==> config.mk <==
export PLATFORM = sky130hd
export DESIGN_NAME = bus_initiator
export DESIGN_NICKNAME = d
export VERILOG_FILES = /design/src/rtl/bus_initiator.sv
export SDC_FILE = /design/constraint.sdc
export NUM_CORES = 1
export LEC_CHECK = 0
export CELL_PAD_IN_SITES_DETAIL_PLACEMENT = 0
export CELL_PAD_IN_SITES_GLOBAL_PLACEMENT = 2
export CORE_ASPECT_RATIO = 2
export CORE_MARGIN = 2
export CORE_UTILIZATION = 26
export DETAILED_ROUTE_END_ITERATION = 10
export MAX_ROUTING_LAYER = met4
export PLACE_DENSITY = 0.76
export SLEW_MARGIN = 15
export SYNTH_ARGS = -nofsm -noshare
export SYNTH_HDL_FRONTEND = slang
export SYNTH_SLANG_ARGS = --single-unit
==> constraint.sdc <==
create_clock -name clk -period 2.15 [get_ports clk]
set_input_delay 0.43 -clock clk [delete_from_list [all_inputs] [get_ports clk]]
set_output_delay 0.43 -clock clk [all_outputs]
set_load 0.01 [all_outputs]
==> src/rtl/bus_initiator.sv <==
`default_nettype none
// ============================================================================
//  Module      : bus_initiator
//  Description : Clocked initiator for the native parallel bus. Turns one
//                valid/ready request at a time into a bus cycle on
//                r_wn/addr/wdata and returns a valid/ready response.
//                Writes commit on the falling edge of r_wn; reads sample the
//                OR-combined endpoint rdata after READ_WAIT cycles.
//  Revision    : 1.0 - initial release
// ============================================================================
module bus_initiator #(
    parameter int ADDR_WIDTH = 8,
    parameter int DATA_WIDTH = 8,
    parameter int READ_WAIT  = 2,
    parameter int WR_LOW     = 1
) (
    input  logic                  clk,
    input  logic                  rst_n,
    input  logic                  req_valid,
    output logic                  req_ready,
    input  logic                  req_r_wn,
    input  logic [ADDR_WIDTH-1:0] req_addr,
    input  logic [DATA_WIDTH-1:0] req_wdata,
    output logic                  rsp_valid,
    input  logic                  rsp_ready,
    output logic                  rsp_r_wn,
    output logic [DATA_WIDTH-1:0] rsp_rdata,
    output logic                  r_wn,
    output logic [ADDR_WIDTH-1:0] addr,
    output logic [DATA_WIDTH-1:0] wdata,
    input  logic [DATA_WIDTH-1:0] rdata
);

    // One shared down-counter serves both the read wait and the write low phase
    localparam int CNT_MAX = (READ_WAIT > WR_LOW) ? READ_WAIT : WR_LOW;
    localparam int CNT_W   = (CNT_MAX > 1) ? $clog2(CNT_MAX) : 1;
    localparam logic [CNT_W-1:0] RD_CNT_INIT = CNT_W'(READ_WAIT - 1);
    localparam logic [CNT_W-1:0] WR_CNT_INIT = CNT_W'(WR_LOW - 1);

    localparam logic [2:0] S_IDLE     = 3'd0;
    localparam logic [2:0] S_WR_SETUP = 3'd1;
    localparam logic [2:0] S_WR_LOW   = 3'd2;
    localparam logic [2:0] S_WR_HOLD  = 3'd3;
    localparam logic [2:0] S_RD_WAIT  = 3'd4;
    localparam logic [2:0] S_RESP     = 3'd5;

    logic [2:0]            state_q,     state_d;
    logic [CNT_W-1:0]      cnt_q,       cnt_d;
    logic [ADDR_WIDTH-1:0] addr_q,      addr_d;
    logic [DATA_WIDTH-1:0] wdata_q,     wdata_d;
    logic                  r_wn_q,      r_wn_d;
    logic                  req_ready_q, req_ready_d;
    logic                  rsp_valid_q, rsp_valid_d;
    logic                  rsp_r_wn_q,  rsp_r_wn_d;
    logic [DATA_WIDTH-1:0] rsp_rdata_q, rsp_rdata_d;
    logic                  accept;

    assign accept = req_valid && req_ready_q;

    // State register
    always_ff @(posedge clk or negedge rst_n) begin
        if (!rst_n) begin
            state_q <= S_IDLE;
        end else begin
            state_q <= state_d;
        end
    end

    // Next-state logic: fixed setup/hold around the write low phase
    always_comb begin
        state_d = state_q;
        case (state_q)
            S_IDLE:     if (accept) state_d = req_r_wn ? S_RD_WAIT : S_WR_SETUP;
            S_WR_SETUP: state_d = S_WR_LOW;
            S_WR_LOW:   if (cnt_q == '0) state_d = S_WR_HOLD;
            S_WR_HOLD:  state_d = S_RESP;
            S_RD_WAIT:  if (cnt_q == '0) state_d = S_RESP;
            S_RESP:     if (rsp_ready) state_d = S_IDLE;
            default:    state_d = S_IDLE;
        endcase
    end

    // Output/datapath next values; every port is driven from a register
    always_comb begin
        cnt_d       = cnt_q;
        addr_d      = addr_q;
        wdata_d     = wdata_q;
        rsp_valid_d = rsp_valid_q;
        rsp_r_wn_d  = rsp_r_wn_q;
        rsp_rdata_d = rsp_rdata_q;
        case (state_q)
            S_IDLE: begin
                if (accept) begin
                    addr_d  = req_addr;
                    wdata_d = req_wdata;
                    cnt_d   = RD_CNT_INIT;
                end
            end
            S_WR_SETUP: cnt_d = WR_CNT_INIT;
            S_WR_LOW: begin
                if (cnt_q != '0) cnt_d = cnt_q - CNT_W'(1);
            end
            S_WR_HOLD: begin
                rsp_valid_d = 1'b1;
                rsp_r_wn_d  = 1'b0;
                rsp_rdata_d = '0;
            end
            S_RD_WAIT: begin
                if (cnt_q == '0) begin
                    rsp_valid_d = 1'b1;
                    rsp_r_wn_d  = 1'b1;
                    rsp_rdata_d = rdata;
                end else begin
                    cnt_d = cnt_q - CNT_W'(1);
                end
            end
            S_RESP: begin
                if (rsp_ready) rsp_valid_d = 1'b0;
            end
            default: ;
        endcase
        // r_wn falls only on entry to the write low phase
        r_wn_d      = (state_d != S_WR_LOW);
        req_ready_d = (state_d == S_IDLE) && !rsp_valid_d;
    end

    // Datapath and output registers
    always_ff @(posedge clk or negedge rst_n) begin
        if (!rst_n) begin
            cnt_q       <= '0;
            addr_q      <= '0;
            wdata_q     <= '0;
            r_wn_q      <= 1'b1;
            req_ready_q <= 1'b0;
            rsp_valid_q <= 1'b0;
            rsp_r_wn_q  <= 1'b1;
            rsp_rdata_q <= '0;
        end else begin
            cnt_q       <= cnt_d;
            addr_q      <= addr_d;
            wdata_q     <= wdata_d;
            r_wn_q      <= r_wn_d;
            req_ready_q <= req_ready_d;
            rsp_valid_q <= rsp_valid_d;
            rsp_r_wn_q  <= rsp_r_wn_d;
            rsp_rdata_q <= rsp_rdata_d;
        end
    end

    assign req_ready = req_ready_q;
    assign rsp_valid = rsp_valid_q;
    assign rsp_r_wn  = rsp_r_wn_q;
    assign rsp_rdata = rsp_rdata_q;
    assign r_wn      = r_wn_q;
    assign addr      = addr_q;
    assign wdata     = wdata_q;

endmodule
`default_nettype wire

# Yosys cells after proc, flatten, opt, wreduce, memory -nomap -nowiden
# Index checks and enable logic that the tools add are counted.
# word_totals
reg_bits	32
latch_bits	0
ramBits	0
romBits	0
in_bits	29
output_inout_bits	28
wordCells	45
memories	0
# op_classes
n_addsub	1
n_mul	0
div	0
n_lt_le_gt_ge	0
eq_ne	8
shift	0
muxes	16
bitwise_logic	0
n_reduce_logical	11
# op_table
cell	n
3-bit case mux with 6 select lines	1
8-bit case mux with 2 select lines	1
3-bit two-way mux	5
8-bit two-way mux	1
3-bit by 2-bit equality test with 1-bit output (second input constant)	2
3-bit equality test (second input constant)	2
3-bit logical NOT	2
1-bit case mux with 3 select lines	2
2-bit AND reduction	3
1-bit two-way mux	5
2-bit inequality test (second input constant)	2
3-bit by 1-bit equality test with 1-bit output (second input constant)	1
3-bit by 2-bit inequality test with 1-bit output (second input constant)	1
3-bit nonzero test	1
1-bit logical AND	2
1-bit case mux with 2 select lines	1
2-bit nonzero test	1
2-bit OR reduction	1
1-bit logical NOT	1
1-bit subtractor (second input constant)	1

# Longest topological paths before layout
# Gate-level depths: netlist of run 1.
# logic_depth
depth_word	5
mapped_depth	6
ltp_nobuf	4

# Worst setup path before layout of run 1
# Ideal clock, no wire load.
# synth_path
path_kind	reg2reg
startpoint	register state_q[0]
endpoint	register addr_q[2], in the netlist addr[2]
setup_time_ns	0.125
t_arrival_ns	1.381
t_required_ns	2.025
slack_ns	0.644
path_stages_with_launch	7
n_path_buf	3
synth_period_minus_slack_ns	1.506
path_cell_list	dfrtp_1 buf_6 nor2_1 and4b_1 buf_6 buf_6 mux2_4
# synth_via
elab_chain_cells	2
# synth_lines
item	line	rtl
start, declared	47	logic [2:0] state_q, state_d;
start signal, assigned	65	state_q <= state_d;
3-bit logical NOT	91	case (state_q)
2-bit AND reduction (no line)	n/a	
end signal, assigned	140	addr_q <= addr_d;
end, declared	49	logic [ADDR_WIDTH-1:0] addr_q, addr_d;
# Every way passes these cells.
# A chain may end at the register's enable or synchronous reset.

# Final worst setup path of run 1
# layout_path
startpoint	register rsp_r_wn_q, in the netlist rsp_r_wn
endpoint	output port rsp_r_wn
# layout_lines
item	line	rtl
start, declared	54	logic rsp_r_wn_q, rsp_r_wn_d;
start signal, assigned	145	rsp_r_wn_q <= rsp_r_wn_d;
end, declared	26	output logic rsp_r_wn,
# No word-level cell between the ends.

==> results of run 1 <==
## sequential cells by signal (all words and copies together) (netlist names)
| signal | flops |
|---|---|
| addr | 8 |
| cnt_q | 1 |
| r_wn | 1 |
| req_ready | 1 |
| rsp_r_wn | 1 |
| rsp_rdata | 8 |
| rsp_valid | 1 |
| state_q | 3 |
| wdata | 8 |
## placed cells by master, fill, tap and decap left out, drive strengths merged, types with 2 or more instances in the layout
cell and count:
a21oi 10, buf 3, clkbuf 7, clkdlybuf4s50 56, dfrtp 30, dfstp 2
inv 2, mux2 16, nand2 6, nor2 11, nor3 2, nor3b 2
o21ai 3, o22ai 8, xnor2 2
## worst paths after layout
check                            from         to  slack, ns  cells past startpoint
max                          rsp_r_wn   rsp_r_wn       0.36                      1
min                          rsp_r_wn   rsp_r_wn       0.47                      2
max reg2reg                state_q[1]    addr[1]       0.43                      4
min reg2reg                  rsp_r_wn   rsp_r_wn       0.47                      2
max in group asynchronous       rst_n   rsp_r_wn       1.28                      2
min in group asynchronous       rst_n  req_ready       0.54                      2
## kinds of logic after synthesis
kind of cell              after synthesis  synth area share [%]
muxes                                  16                  15.5
and+or+nand+nor                        26                  10.1
DFF                                    32                  58.0
AOI/OAI and AO/OA                      25                  10.8
xor gates and xnor gates                2                  1.27
buffers and inverters                   9                  4.34
## report_power, final
group / internal, mW / leakage [nW] / switching [mW]
clock: 0.409 / 0.0645 / 0.223
sequential: 0.602 / 0.430 / 0
combinational: 0.0461 / 0.413 / 0.0193
## through the flow
stage | cell area, sq um | hold WS (ns) | cells | utilization [%]
2_1_floorplan | 1380 | 0.134 | 110 | -
3_3_place_gp | 2000 | 0.456 | 220 | 38.9
3_5_place_dp | 2000 | 0.465 | 220 | 38.9
4_1_cts | 2130 | 0.478 | 228 | 41.4
5_1_grt | 2130 | 0.525 | 228 | 41.4
6_report | 2130 | 0.473 | 228 | 41.4
## routing by layer
layer | up-vias | GRT usage [%]
li1 | 505 | -
met1 | 492 | 13.6
met2 | 46 | 19.7
met3 | 2 | 4.10
met4 | 0 | 6.27
met5 | - | -
## area by class of cell
| type | instances | area, sq um |
|---|---|---|
| clock inverter | 1 | 30.0 |
| multi-input combinational | 69 | 520 |
| fill | 502 | 3010 |
| timing repair buffer | 59 | 596 |
| sequential | 32 | 803 |
| clock buffer | 7 | 96.3 |
| tap | 58 | 72.6 |
| inverter | 2 | 7.51 |
==> impl_metrics.json, run 1 <==
{
  "postCtsHoldBufs": 0,
  "required_ns": 1.72,
  "crit_fanout": 3,
  "report.final.slew_viol_count": 0,
  "die_w_um": 55.6,
  "syn-num-nets": 139,
  "synth_area_sq_um": 1380,
  "maxCapViolCount": 0,
  "root_buffer": "clkbuf_8",
  "ys_warn_count": 0,
  "synth-seq-cells": 32,
  "initial_utilization_pct": 26.9,
  "yosysMostFrequentCell": "dfrtp_1",
  "rows": 37,
  "drive_above_1_share_pct": 18.8,
  "diodes": 0,
  "post-cts-setup-buffers": 0,
  "grt_overflow_total": 0,
  "io_pins": 57,
  "htree_levels": 2,
  "cts_tree": "yes",
  "via_per_inst": 4.58,
  "highest_layer": "met4",
  "die_y_um": 107,
  "netlist.area_leader.share_pct": 54.2,
  "clock-sinks": 32,
  "grt_pass1_wl_um": 5590,
  "synth-main-ff-cell": "dfrtp_1",
  "cp_data_arrival_time_ns": 1.36,
  "post-route-worst-setup-slack_ns": 0.360,
  "drt_iter0_drc": 46,
  "hpwl_um": 2290,
  "clk_transition_reported_paths_ns": 0.07,
  "synth_area_per_cell_sq_um": 12.6,
  "wire_per_inst_um": 13.7,
  "status": "finished, final reports clean",
  "met1_length_um": 1280,
  "fin_crit_ns": 1.79,
  "fin_nets": 198,
  "rsz0062_at_grt": "false",
  "period_share_pct": 83.3,
  "first_pass_iters": 4,
  "cts_buffers": 5,
  "slew_headroom_pct": 64.6,
  "portBuffers": 56,
  "synth_cell_types": 28,
  "netlist_instances": 110,
  "timing.fmax_ghz": 0.559,
  "setup_violations": 0,
  "core_area_sq_um": 5140,
  "start_kind": "register",
  "grt_max_degree": 33,
  "synth.largest_area_cell": "dfrtp_1",
  "hold_class": "register to register",
  "ys_seq_area_share_pct": 58.0,
  "clock_path_buffers": 2,
  "grt_pass1_vias": 1127,
  "ys_async_sr_fraction_pct": 100,
  "max_stage_delay_ns": 0.54,
  "pre_cts_ws_ns": 0.264,
  "routed_wl_um": 3130,
  "vias": 1045,
  "crit_type": "register to primary output",
  "antenna_left": 0,
  "cp_cell_sequence": "clkdlybuf4s50_1",
  "wl_met2_um": 1590,
  "met3_length_um": 226,
  "setup.worst_path.end_class": "primary output",
  "synth_edf_count": 0,
  "hold_violations": 0,
  "tns_ns": 0,
  "drc": 0,
  "fin_skew_ns": 0.00475,
  "cpLargestDelayFamily": "flip-flops",
  "leakage_nw": 0.907,
  "worstMarginPinSlew_ns": 0.528,
  "peakVddDrop_uv": 488,
  "crit_slowest_cell": "dfstp_2",
  "globalplace.congestion": 0.739,
  "finalPower_mw": 1.30,
  "synthTopCellsByCount": "dfrtp_1, nor2_1, a21oi_1, mux2_4, o22ai_1",
  "cts_resized": 0,
  "power_density_nw_per_um2": 611,
  "synth_area_leaders": "dfrtp_1, mux2_4, mux2_2",
  "grt_usage_pct": 12.3,
  "syn_to_final_growth_pct": 53.6,
  "critPathBufInv": 1,
  "antenna_found_initial": 0,
  "die_area_sq_um": 5960,
  "clock_latency_ns": 0.28
}
Note: power is estimated with default switching activity, not from simulation.
==> run 2, diff against run 1 <==
==> constraint.sdc (replaced) <==
create_clock -name clk -period 1.8 [get_ports clk]
set_input_delay 0.36 -clock clk [delete_from_list [all_inputs] [get_ports clk]]
set_output_delay 0.36 -clock clk [all_outputs]
set_load 0.01 [all_outputs]
==> impl_metrics.json, run 2 (synthesized netlist as in run 1, its figures left out) <==
{
  "status": "finished, final reports clean",
  "slew_headroom_pct": 63.1,
  "syn_to_final_growth_pct": 55.2,
  "report.final.slew_viol_count": 0,
  "hold_class": "primary input to async pin",
  "cts_buffers": 5,
  "period_share_pct": 95.4,
  "rows": 37,
  "max_stage_delay_ns": 0.54,
  "diodes": 0,
  "drive_above_1_share_pct": 20.2,
  "die_y_um": 107,
  "clock_latency_ns": 0.28,
  "clock_path_buffers": 2,
  "dp_cells": 223,
  "multiInputGateArea_sq_um": 520,
  "crit_fanout": 3,
  "portBuffers": 56,
  "crit_slowest_cell": "dfstp_2",
  "p_clk_share_pct": 48.8,
  "globalplace.congestion": 0.711,
  "antenna_left": 0,
  "clock-sinks": 32,
  "register_area_sq_um": 803,
  "fin_crit_ns": 1.72,
  "setup_violations": 0,
  "combPwrFrac_pct": 5.1,
  "tns_ns": 0,
  "required_ns": 1.44,
  "initial_utilization_pct": 26.9,
  "hold_violations": 0,
  "io_pins": 57,
  "worstMarginPinSlew_ns": 0.550,
  "fin_cells": 231,
  "cpLargestDelayFamily": "flip-flops",
  "grt_pass1_vias": 1176,
  "power_frac_seq_pct": 46.2,
  "die_w_um": 55.6,
  "post-cts-setup-buffers": 0,
  "routed_wl_um": 3280,
  "layout_commonest_cell": "clkdlybuf4s50_1",
  "clk_transition_reported_paths_ns": 0.07,
  "fin_nets": 201,
  "grt_overflow_total": 0,
  "first_pass_iters": 4,
  "cp_cell_sequence": "clkdlybuf4s50_1",
  "cts_tree": "yes",
  "hpwl_um": 2460,
  "start_kind": "register",
  "postCtsHoldBufs": 0,
  "crit_type": "register to primary output",
  "power_switching_share_pct": 19.0,
  "grt_max_degree": 33,
  "leakage_nw": 0.923,
  "via_per_inst": 4.61,
  "grt_usage_pct": 12.6,
  "drc": 0,
  "cts_resized": 0,
  "power_density_nw_per_um2": 725,
  "vias": 1066,
  "antenna_found_initial": 0,
  "core_area_sq_um": 5140,
  "fin_skew_ns": 0.00681,
  "nFillCells": 498,
  "htree_levels": 2,
  "critPathBufInv": 1,
  "p_sw_mw": 0.295,
  "wire_per_inst_um": 14.2,
  "cp_data_arrival_time_ns": 1.36,
  "peakVddDrop_uv": 597,
  "die_area_sq_um": 5960,
  "grt_pass1_wl_um": 5690,
  "final_cell_mix": "clkdlybuf4s50_1, dfrtp_1, nor2_1, a21oi_1, mux2_4",
  "setup.worst_path.end_class": "primary output",
  "timing.fmax_ghz": 0.582,
  "rsz0062_at_grt": "false",
  "maxCapViolCount": 0,
  "root_buffer": "clkbuf_8",
  "drt_iter0_drc": 21,
  "internal_power_mw": 1.26
}
==> run 2: final timing paths <==
path	endpoint	cells after the start	slack, ns	from
worst max-delay path	rsp_r_wn	1	0.08	rsp_r_wn
worst min-delay path	wdata[1]	2	0.47	rst_n
worst max register to register	rsp_rdata[3]	3	0.24	state_q[2]
worst min register to register	rsp_r_wn	2	0.47	rsp_r_wn
max in group asynchronous	rsp_r_wn	2	0.99	rst_n
min in group clk	rsp_r_wn	2	0.47	rsp_r_wn
==> run 2: layer usage <==
metal | part of all wire (%) | vias to the layer above | global-route usage, %
met5 | 0 | - | -
met4 | 1.7 | 0 | 5.23
met3 | 7.2 | 4 | 3.74
met2 | 53 | 52 | 22.0
met1 | 38 | 500 | 12.9
li1 | - | 510 | -
==> run 2: power by group through the flow <==
stage / registers [mW] / clock network, mW / logic (mW)
final: 0.719 / 0.760 / 0.0787
after global routing: 0.718 / 0.818 / 0.0871
after CTS: 0.719 / 0.782 / 0.0813
after detailed placement: 0.733 / 0 / 0.0810
after global placement: 0.733 / 0 / 0.0787
after floorplan: 0.733 / 0 / 0.00210
==> run 2: metrics by stage <==
step | setup slack [ns] | utilization [%] | total power [mW] | cell area, sq um | hold slack (ns)
after global routing | 0.0395 | 41.8 | 1.62 | 2150 | 0.491
after CTS | 0.0554 | 41.8 | 1.58 | 2150 | 0.475
final | 0.0820 | 41.8 | 1.56 | 2150 | 0.467
after floorplan | 0.294 | - | 0.735 | 1380 | 0.0644
after global placement | 0.0655 | 39.3 | 0.811 | 2020 | 0.458
after detailed placement | 0.0309 | 39.3 | 0.814 | 2020 | 0.462
==> run 2: area by class of cell <==
class,count,area share (%)
flip-flops and latches,32,37.4
repair buffers,62,28.8
multi-input cells,69,24.2
clock buffers,7,4.48
well taps,58,3.38
clock inverters,1,1.40
inverters,2,0.349
